## config.mk

```make
export PLATFORM = sky130hd
export DESIGN_NAME = seg_scan_decoder
export DESIGN_NICKNAME = d
export VERILOG_FILES = /design/src/rtl/seg_scan_pkg.sv /design/src/rtl/seg7_pattern_decode.sv /design/src/rtl/seg_scan_decoder.sv
export SDC_FILE = /design/constraint.sdc
export NUM_CORES = 1
export LEC_CHECK = 0
export ABC_CLOCK_PERIOD_IN_PS = 3700
export CORE_AREA = 10 10 120 122
export CTS_BUF_LIST = sky130_fd_sc_hd__clkbuf_2 sky130_fd_sc_hd__clkbuf_4 sky130_fd_sc_hd__clkbuf_8
export CTS_CLUSTER_DIAMETER = 150
export DETAILED_ROUTE_END_ITERATION = 7
export DIE_AREA = 0 0 130 132
export PLACE_DENSITY = 0.74
export SLEW_MARGIN = 10
export SYNTH_ARGS = -nofsm -noshare
export SYNTH_HDL_FRONTEND = slang
export SYNTH_SLANG_ARGS = --single-unit
```

## constraint.sdc

```tcl
create_clock -name clk -period 3.7 [get_ports clk]
set_clock_uncertainty 0.05 [all_clocks]
set_input_delay 1.11 -clock clk [delete_from_list [all_inputs] [get_ports clk]]
set_output_delay 1.11 -clock clk [all_outputs]
set_load 0.05 [all_outputs]
```

## src/rtl/seg_scan_pkg.sv

```systemverilog
// Shared definitions for 7-segment scan readback: FSM states, segment bit order,
// the hex glyph set and the decoder result record.
package seg_scan_pkg;

    typedef enum logic [1:0] {
        SYNC    = 2'd0,
        COLLECT = 2'd1,
        PUBLISH = 2'd2
    } state_e;

    localparam int SEG_A = 0;
    localparam int SEG_B = 1;
    localparam int SEG_C = 2;
    localparam int SEG_D = 3;
    localparam int SEG_E = 4;
    localparam int SEG_F = 5;
    localparam int SEG_G = 6;

    localparam logic [6:0] M_A = 7'd1 << SEG_A;
    localparam logic [6:0] M_B = 7'd1 << SEG_B;
    localparam logic [6:0] M_C = 7'd1 << SEG_C;
    localparam logic [6:0] M_D = 7'd1 << SEG_D;
    localparam logic [6:0] M_E = 7'd1 << SEG_E;
    localparam logic [6:0] M_F = 7'd1 << SEG_F;
    localparam logic [6:0] M_G = 7'd1 << SEG_G;

    localparam logic [6:0] PAT_0 = M_A | M_B | M_C | M_D | M_E | M_F;
    localparam logic [6:0] PAT_1 = M_B | M_C;
    localparam logic [6:0] PAT_2 = M_A | M_B | M_D | M_E | M_G;
    localparam logic [6:0] PAT_3 = M_A | M_B | M_C | M_D | M_G;
    localparam logic [6:0] PAT_4 = M_B | M_C | M_F | M_G;
    localparam logic [6:0] PAT_5 = M_A | M_C | M_D | M_F | M_G;
    localparam logic [6:0] PAT_6 = M_A | M_C | M_D | M_E | M_F | M_G;
    localparam logic [6:0] PAT_7 = M_A | M_B | M_C;
    localparam logic [6:0] PAT_8 = M_A | M_B | M_C | M_D | M_E | M_F | M_G;
    localparam logic [6:0] PAT_9 = M_A | M_B | M_C | M_D | M_F | M_G;
    localparam logic [6:0] PAT_A = M_A | M_B | M_C | M_E | M_F | M_G;
    localparam logic [6:0] PAT_B = M_C | M_D | M_E | M_F | M_G;
    localparam logic [6:0] PAT_C = M_A | M_D | M_E | M_F;
    localparam logic [6:0] PAT_D = M_B | M_C | M_D | M_E | M_G;
    localparam logic [6:0] PAT_E = M_A | M_D | M_E | M_F | M_G;
    localparam logic [6:0] PAT_F = M_A | M_E | M_F | M_G;
    localparam logic [6:0] BLANK_PAT = 7'h00;

    typedef struct packed {
        logic       valid;
        logic       blank;
        logic [3:0] nibble;
    } seg_dec_t;

    function automatic logic is_onehot8(input logic [7:0] v);
        return (v != 8'd0) && ((v & (v - 8'd1)) == 8'd0);
    endfunction

endpackage

```

## src/rtl/seg7_pattern_decode.sv

```systemverilog
// Combinational glyph decoder: active-high segment pattern to hex nibble,
// with a blank flag for all-off and valid cleared for anything unrecognised.
module seg7_pattern_decode
    import seg_scan_pkg::*;
(
    input  logic [6:0] pattern,
    output seg_dec_t   dec
);

    always_comb begin
        dec = '{valid: 1'b1, blank: 1'b0, nibble: 4'h0};
        case (pattern)
            PAT_0:     dec.nibble = 4'h0;
            PAT_1:     dec.nibble = 4'h1;
            PAT_2:     dec.nibble = 4'h2;
            PAT_3:     dec.nibble = 4'h3;
            PAT_4:     dec.nibble = 4'h4;
            PAT_5:     dec.nibble = 4'h5;
            PAT_6:     dec.nibble = 4'h6;
            PAT_7:     dec.nibble = 4'h7;
            PAT_8:     dec.nibble = 4'h8;
            PAT_9:     dec.nibble = 4'h9;
            PAT_A:     dec.nibble = 4'hA;
            PAT_B:     dec.nibble = 4'hB;
            PAT_C:     dec.nibble = 4'hC;
            PAT_D:     dec.nibble = 4'hD;
            PAT_E:     dec.nibble = 4'hE;
            PAT_F:     dec.nibble = 4'hF;
            BLANK_PAT: dec.blank  = 1'b1;
            default:   dec.valid  = 1'b0;
        endcase
    end

endmodule

```

## src/rtl/seg_scan_decoder.sv

```systemverilog
// Reads a multiplexed 8-digit 7-segment scan back into hex values, publishing a
// full frame once every digit has been captured after syncing on digit 0.
module seg_scan_decoder
    import seg_scan_pkg::*;
#(
    parameter bit DIGIT_ACTIVE_LOW = 1'b1,
    parameter bit SEG_ACTIVE_LOW   = 1'b1,
    parameter int STABLE_CYCLES    = 4
) (
    input  logic        clk,
    input  logic        rst,
    input  logic [7:0]  DIGIT,
    input  logic [6:0]  SEG,
    input  logic        err_clr,
    output logic [31:0] frame_value,
    output logic [7:0]  frame_blank,
    output logic        frame_valid,
    output logic [15:0] frame_count,
    output logic        err_pattern,
    output logic        err_select
);

    localparam logic [3:0] STABLE_N = 4'(STABLE_CYCLES);

    function automatic logic [3:0] sat_inc(input logic [3:0] c);
        return (c >= STABLE_N) ? STABLE_N : c + 4'd1;
    endfunction

    logic [7:0]  sel_p0_d, sel_p0_q;
    logic [6:0]  seg_p0_d, seg_p0_q;
    logic [14:0] pair_p1_q;
    logic [3:0]  cnt_d, cnt_q;
    logic        pair_chg, cap_vld_p1;
    seg_dec_t    dec_p1;
    logic        sel_onehot;
    logic [2:0]  sel_idx;
    logic [7:0]  sel_bit;
    logic        wr_en, do_write, pat_err, sel_err;

    state_e      state_d, state_q;
    logic [7:0]  seen_d, seen_q;
    logic [31:0] shadow_d, shadow_q;
    logic [7:0]  sblank_d, sblank_q;
    logic [31:0] frame_value_d, frame_value_q;
    logic [7:0]  frame_blank_d, frame_blank_q;
    logic        frame_valid_d, frame_valid_q;
    logic [15:0] frame_count_d, frame_count_q;
    logic        err_pattern_d, err_pattern_q;
    logic        err_select_d, err_select_q;

    // Stage p0: polarity-normalised input register
    always_comb begin
        sel_p0_d = DIGIT_ACTIVE_LOW ? ~DIGIT : DIGIT;
        seg_p0_d = SEG_ACTIVE_LOW ? ~SEG : SEG;
    end

    always_ff @(posedge clk) begin
        sel_p0_q  <= sel_p0_d;
        seg_p0_q  <= seg_p0_d;
        pair_p1_q <= {sel_p0_q, seg_p0_q};
    end

    seg7_pattern_decode u_decode (
        .pattern (seg_p0_q),
        .dec     (dec_p1)
    );

    // Stage p1: stability counting and single-shot capture classification
    always_comb begin
        pair_chg   = ({sel_p0_q, seg_p0_q} != pair_p1_q);
        cnt_d      = pair_chg ? 4'd1 : sat_inc(cnt_q);
        cap_vld_p1 = (cnt_d == STABLE_N) && (pair_chg || (cnt_q != STABLE_N));
        sel_onehot = is_onehot8(sel_p0_q);
        sel_idx    = 3'd0;
        for (int k = 0; k < 8; k++) begin
            if (sel_p0_q[k]) sel_idx = 3'(k);
        end
        sel_bit  = 8'd1 << sel_idx;
        wr_en    = cap_vld_p1 && sel_onehot && dec_p1.valid;
        pat_err  = cap_vld_p1 && sel_onehot && !dec_p1.valid;
        sel_err  = cap_vld_p1 && (sel_p0_q != 8'd0) && !sel_onehot;
        do_write = wr_en && ((state_q != SYNC) || (sel_idx == 3'd0));
    end

    always_comb begin
        state_d       = state_q;
        seen_d        = seen_q;
        shadow_d      = shadow_q;
        sblank_d      = sblank_q;
        frame_value_d = frame_value_q;
        frame_blank_d = frame_blank_q;
        frame_valid_d = 1'b0;
        frame_count_d = frame_count_q;
        err_pattern_d = (err_pattern_q && !err_clr) || pat_err;
        err_select_d  = (err_select_q && !err_clr) || sel_err;

        if (do_write) begin
            shadow_d[4*sel_idx +: 4] = dec_p1.nibble;
            sblank_d[sel_idx]        = dec_p1.blank;
        end

        case (state_q)
            SYNC: begin
                if (do_write) begin
                    seen_d  = 8'h01;
                    state_d = COLLECT;
                end
            end
            COLLECT: begin
                if (do_write) begin
                    seen_d = seen_q | sel_bit;
                    if (seen_d == 8'hFF) begin
                        state_d       = PUBLISH;
                        frame_value_d = shadow_d;
                        frame_blank_d = sblank_d;
                        frame_valid_d = 1'b1;
                        frame_count_d = frame_count_q + 16'd1;
                    end
                end
            end
            PUBLISH: begin
                // A capture landing here belongs to the next frame
                seen_d  = do_write ? sel_bit : 8'h00;
                state_d = COLLECT;
            end
            default: state_d = SYNC;
        endcase
    end

    always_ff @(posedge clk) begin
        if (rst) begin
            state_q       <= SYNC;
            cnt_q         <= '0;
            seen_q        <= '0;
            shadow_q      <= '0;
            sblank_q      <= '0;
            frame_value_q <= '0;
            frame_blank_q <= '0;
            frame_valid_q <= 1'b0;
            frame_count_q <= '0;
            err_pattern_q <= 1'b0;
            err_select_q  <= 1'b0;
        end else begin
            state_q       <= state_d;
            cnt_q         <= cnt_d;
            seen_q        <= seen_d;
            shadow_q      <= shadow_d;
            sblank_q      <= sblank_d;
            frame_value_q <= frame_value_d;
            frame_blank_q <= frame_blank_d;
            frame_valid_q <= frame_valid_d;
            frame_count_q <= frame_count_d;
            err_pattern_q <= err_pattern_d;
            err_select_q  <= err_select_d;
        end
    end

    assign frame_value = frame_value_q;
    assign frame_blank = frame_blank_q;
    assign frame_valid = frame_valid_q;
    assign frame_count = frame_count_q;
    assign err_pattern = err_pattern_q;
    assign err_select  = err_select_q;

endmodule

```

==> results.sh <==
export IMPL_area_delta_synth_final_pct=19.81
export IMPL_synthTopCellsByCount="143 x dfxtp_1, 104 x nor2_1, 40 x mux2i_1"
export IMPL_slew_headroom=0.4351
export IMPL_core_um2=11910
export IMPL_antenna_found_initial=0
export IMPL_numCtsBuffers=17
export IMPL_cp_max_fo=27
export IMPL_grt_start_max_net_pins=56
export IMPL_ys_seq_area_frac=0.4438
export IMPL_grt_usage=0.1863
export IMPL_initial_core_util=0.5415
export IMPL_period_needed_ps=3477
export IMPL_drive_above_1_share=0.09838
export IMPL_portBuffers=76
export IMPL_status="finished clean"
export IMPL_ctsResizeCount=0
export IMPL_worst_slew_pin_slew_ps=840.8
export IMPL_cp_start_kind="flip-flop"
export IMPL_cp_data_required_time_ps=4020
export IMPL_gp_congestion=0.8990
export IMPL_num_rows=40
export IMPL_period_share=0.9396
export IMPL_max_cap_violations=0
export IMPL_synth_fp_nets=755
export IMPL_setup_viol=0
export IMPL_slew_violations=0
export IMPL_rsz0062_at_grt="false"
export IMPL_wirelength_um=15890
export IMPL_fin_area_um2=7727
export IMPL_whs_ps=384.9
export IMPL_endpoint_kind="flip-flop"
export IMPL_avgSynthCellArea_um2=8.909
export IMPL_yosysMostFrequentCell="dfxtp_1"
export IMPL_ir_worst_vdd_mv=0.3094
export IMPL_die_y_um=132
export IMPL_hold_depth=0
export IMPL_utilization=0.6487
export IMPL_path_cells="or3b_1, a31o_2, inv_2, ha_1, o41a_1, o21ai_0, a211oi_2, o211a_1, and4_2, buf_4, nor2_1, a211oi_1"
export IMPL_ys_types=77
export IMPL_num_vias=5538
export IMPL_synth_edf_count=0
export IMPL_slowest_delay_ps=430
export IMPL_crit_type="flip-flop to flip-flop"
export IMPL_clkTransAtPathRegs_ps=90
export IMPL_post_dp_cell_area_um2=7332
export IMPL_tns_ps=0
export IMPL_yosys_warnings=0
export IMPL_drt_iter0_markers=356
export IMPL_cts_setup_buffers=0
export IMPL_gr_total_overflow=0
export IMPL_num_antenna_cells=0
export IMPL_ys_ff_latch=143
export IMPL_holdBufCountCts=0
export IMPL_drc=0
export IMPL_final_nets=822
export IMPL_drtAntennaViolNets=0
export IMPL_cts_tree="yes"
export IMPL_yosys_area_top_type="dfxtp_1"
export IMPL_syn_inst=724
export IMPL_grt_pass1_wl_um=26120
export IMPL_ys_top_cells_by_area="dfxtp_1 44%, mux2i_1 6.2%, nor2_1 6.1%, a211oi_1 4.1%, ha_1 2.5%"
export IMPL_synth_area_um2=6450
export IMPL_worstSkewPairLatency_ps=450
export IMPL_h_tree_depth=4
export IMPL_die_width_um=130
export IMPL_crit_slowest_cell="dfxtp_1"
export IMPL_firstDrtPassIters=5
export IMPL_yosys_most_used_dff="dfxtp_1"
export IMPL_cts_buffer_depth=2
export IMPL_dp_hpwl_um=11450
export IMPL_hold_path_class="flip-flop to flip-flop"
export IMPL_async_flop_share=0
export IMPL_ios=77
export IMPL_reg2regPathDepth=12
export IMPL_clockRootBuffer="clkbuf_8"
export IMPL_leakage_nw=2.961
export IMPL_fmax_ghz=0.2876
export IMPL_dieArea_um2=17160
export IMPL_arrival_ps=3800
export IMPL_grt_pass1_vias=5272
export IMPL_routedWlPerCell_um=16.73
export IMPL_viasPerCell=5.829
export IMPL_clock_sinks=143
export IMPL_powerDensity_nw_per_um2=393.2
export IMPL_hold_viol=0
export IMPL_synth_top_area_frac=0.4438
-- logic make-up after synthesis --
| group | share of synthesized area |
|---|---|
| xor+xnor | 0.02444 |
| simple gates | 0.2262 |
| flops | 0.4438 |
| mux | 0.06208 |
| other cells | 0.0005814 |
| fa+ha+maj | 0.02832 |
| compound gates | 0.1538 |
| buf+inv | 0.06072 |
-- path summary, 6_finish.rpt --
check / startpoint / to / slack, ps
worst max-delay path: sel_p0_q[4] / frame_value[15] / 220
worst min-delay path: seg_p0_q[0] / pair_p1_q[0] / 380
worst max register to register: sel_p0_q[4] / frame_value[15] / 220
worst min register to register: seg_p0_q[0] / pair_p1_q[0] / 380
-- where the power goes --
group	internal, mW	switching, mW	total (mW)
Sequential	1.56	0.0273	1.58
Combinational	0.0836	0.125	0.208
Clock	0.635	0.610	1.25
-- per-stage QoR --
step           setup slack [ps]  std cells  power (mW)
2_1_floorplan             618.9        724       1.757
3_3_place_gp              458.1        919       1.820
3_5_place_dp              308.0        919       1.825
4_1_cts                   283.3        950       3.052
5_1_grt                   33.16        950       3.141
6_report                  223.4        950       3.039
-- routing by layer --
metal / track usage / part of all wire / vias up
met3: 0.05792 / 0.065 / 23
met5: 0 / 0 / -
li1: - / - / 2712
met1: 0.2379 / 0.46 / 2643
met4: 0.06313 / 0.014 / 0
met2: 0.2889 / 0.46 / 160
-- flip-flops by register name (all words and copies together), names as in the netlist, 2 cells and up --
register / count
cnt_q: 4
frame_blank: 8
frame_count: 16
frame_value: 32
pair_p1_q: 15
sblank_q: 8
seen_q: 8
seg_p0_q: 7
sel_p0_q: 8
shadow_q: 32
state_q: 2
-- critical path, delay by kind of cell (launching register included) --
kind	cells	cell delay, ps
AOI/OAI and AO/OA	6	1350
and+or+nand+nor	3	820
buffers and inverters	2	450
DFF	1	430
adders and majority gates	1	290
-- layout by cell type, fill, tap and decap left out, types with 7 or more instances in the layout --
cell and count:
a211oi_1 35, a21oi_1 26, a31oi_1 7, buf_4 22, clkbuf_8 18, clkdlybuf4s50_1 75
dfxtp_1 143, ha_1 13, inv_1 32, mux2i_1 40, nand2_1 38, nand2b_1 8
nand3_1 25, nand4_1 13, nor2_1 104, nor3_1 11, nor4b_1 7, o21ai_0 19
o22ai_1 11, or3_1 15, xnor2_1 17
-- layout make-up --
type	instances	area (um2)
Multi-Input combinational cell	494	3197
Inverter	36	147.6
Timing Repair Buffer	99	940.9
Tap cell	147	183.9
Clock buffer	20	262.8
Fill cell	1006	4184
Sequential cell	143	2863
Clock inverter	11	132.6
(Power assumes the default switching activity.)
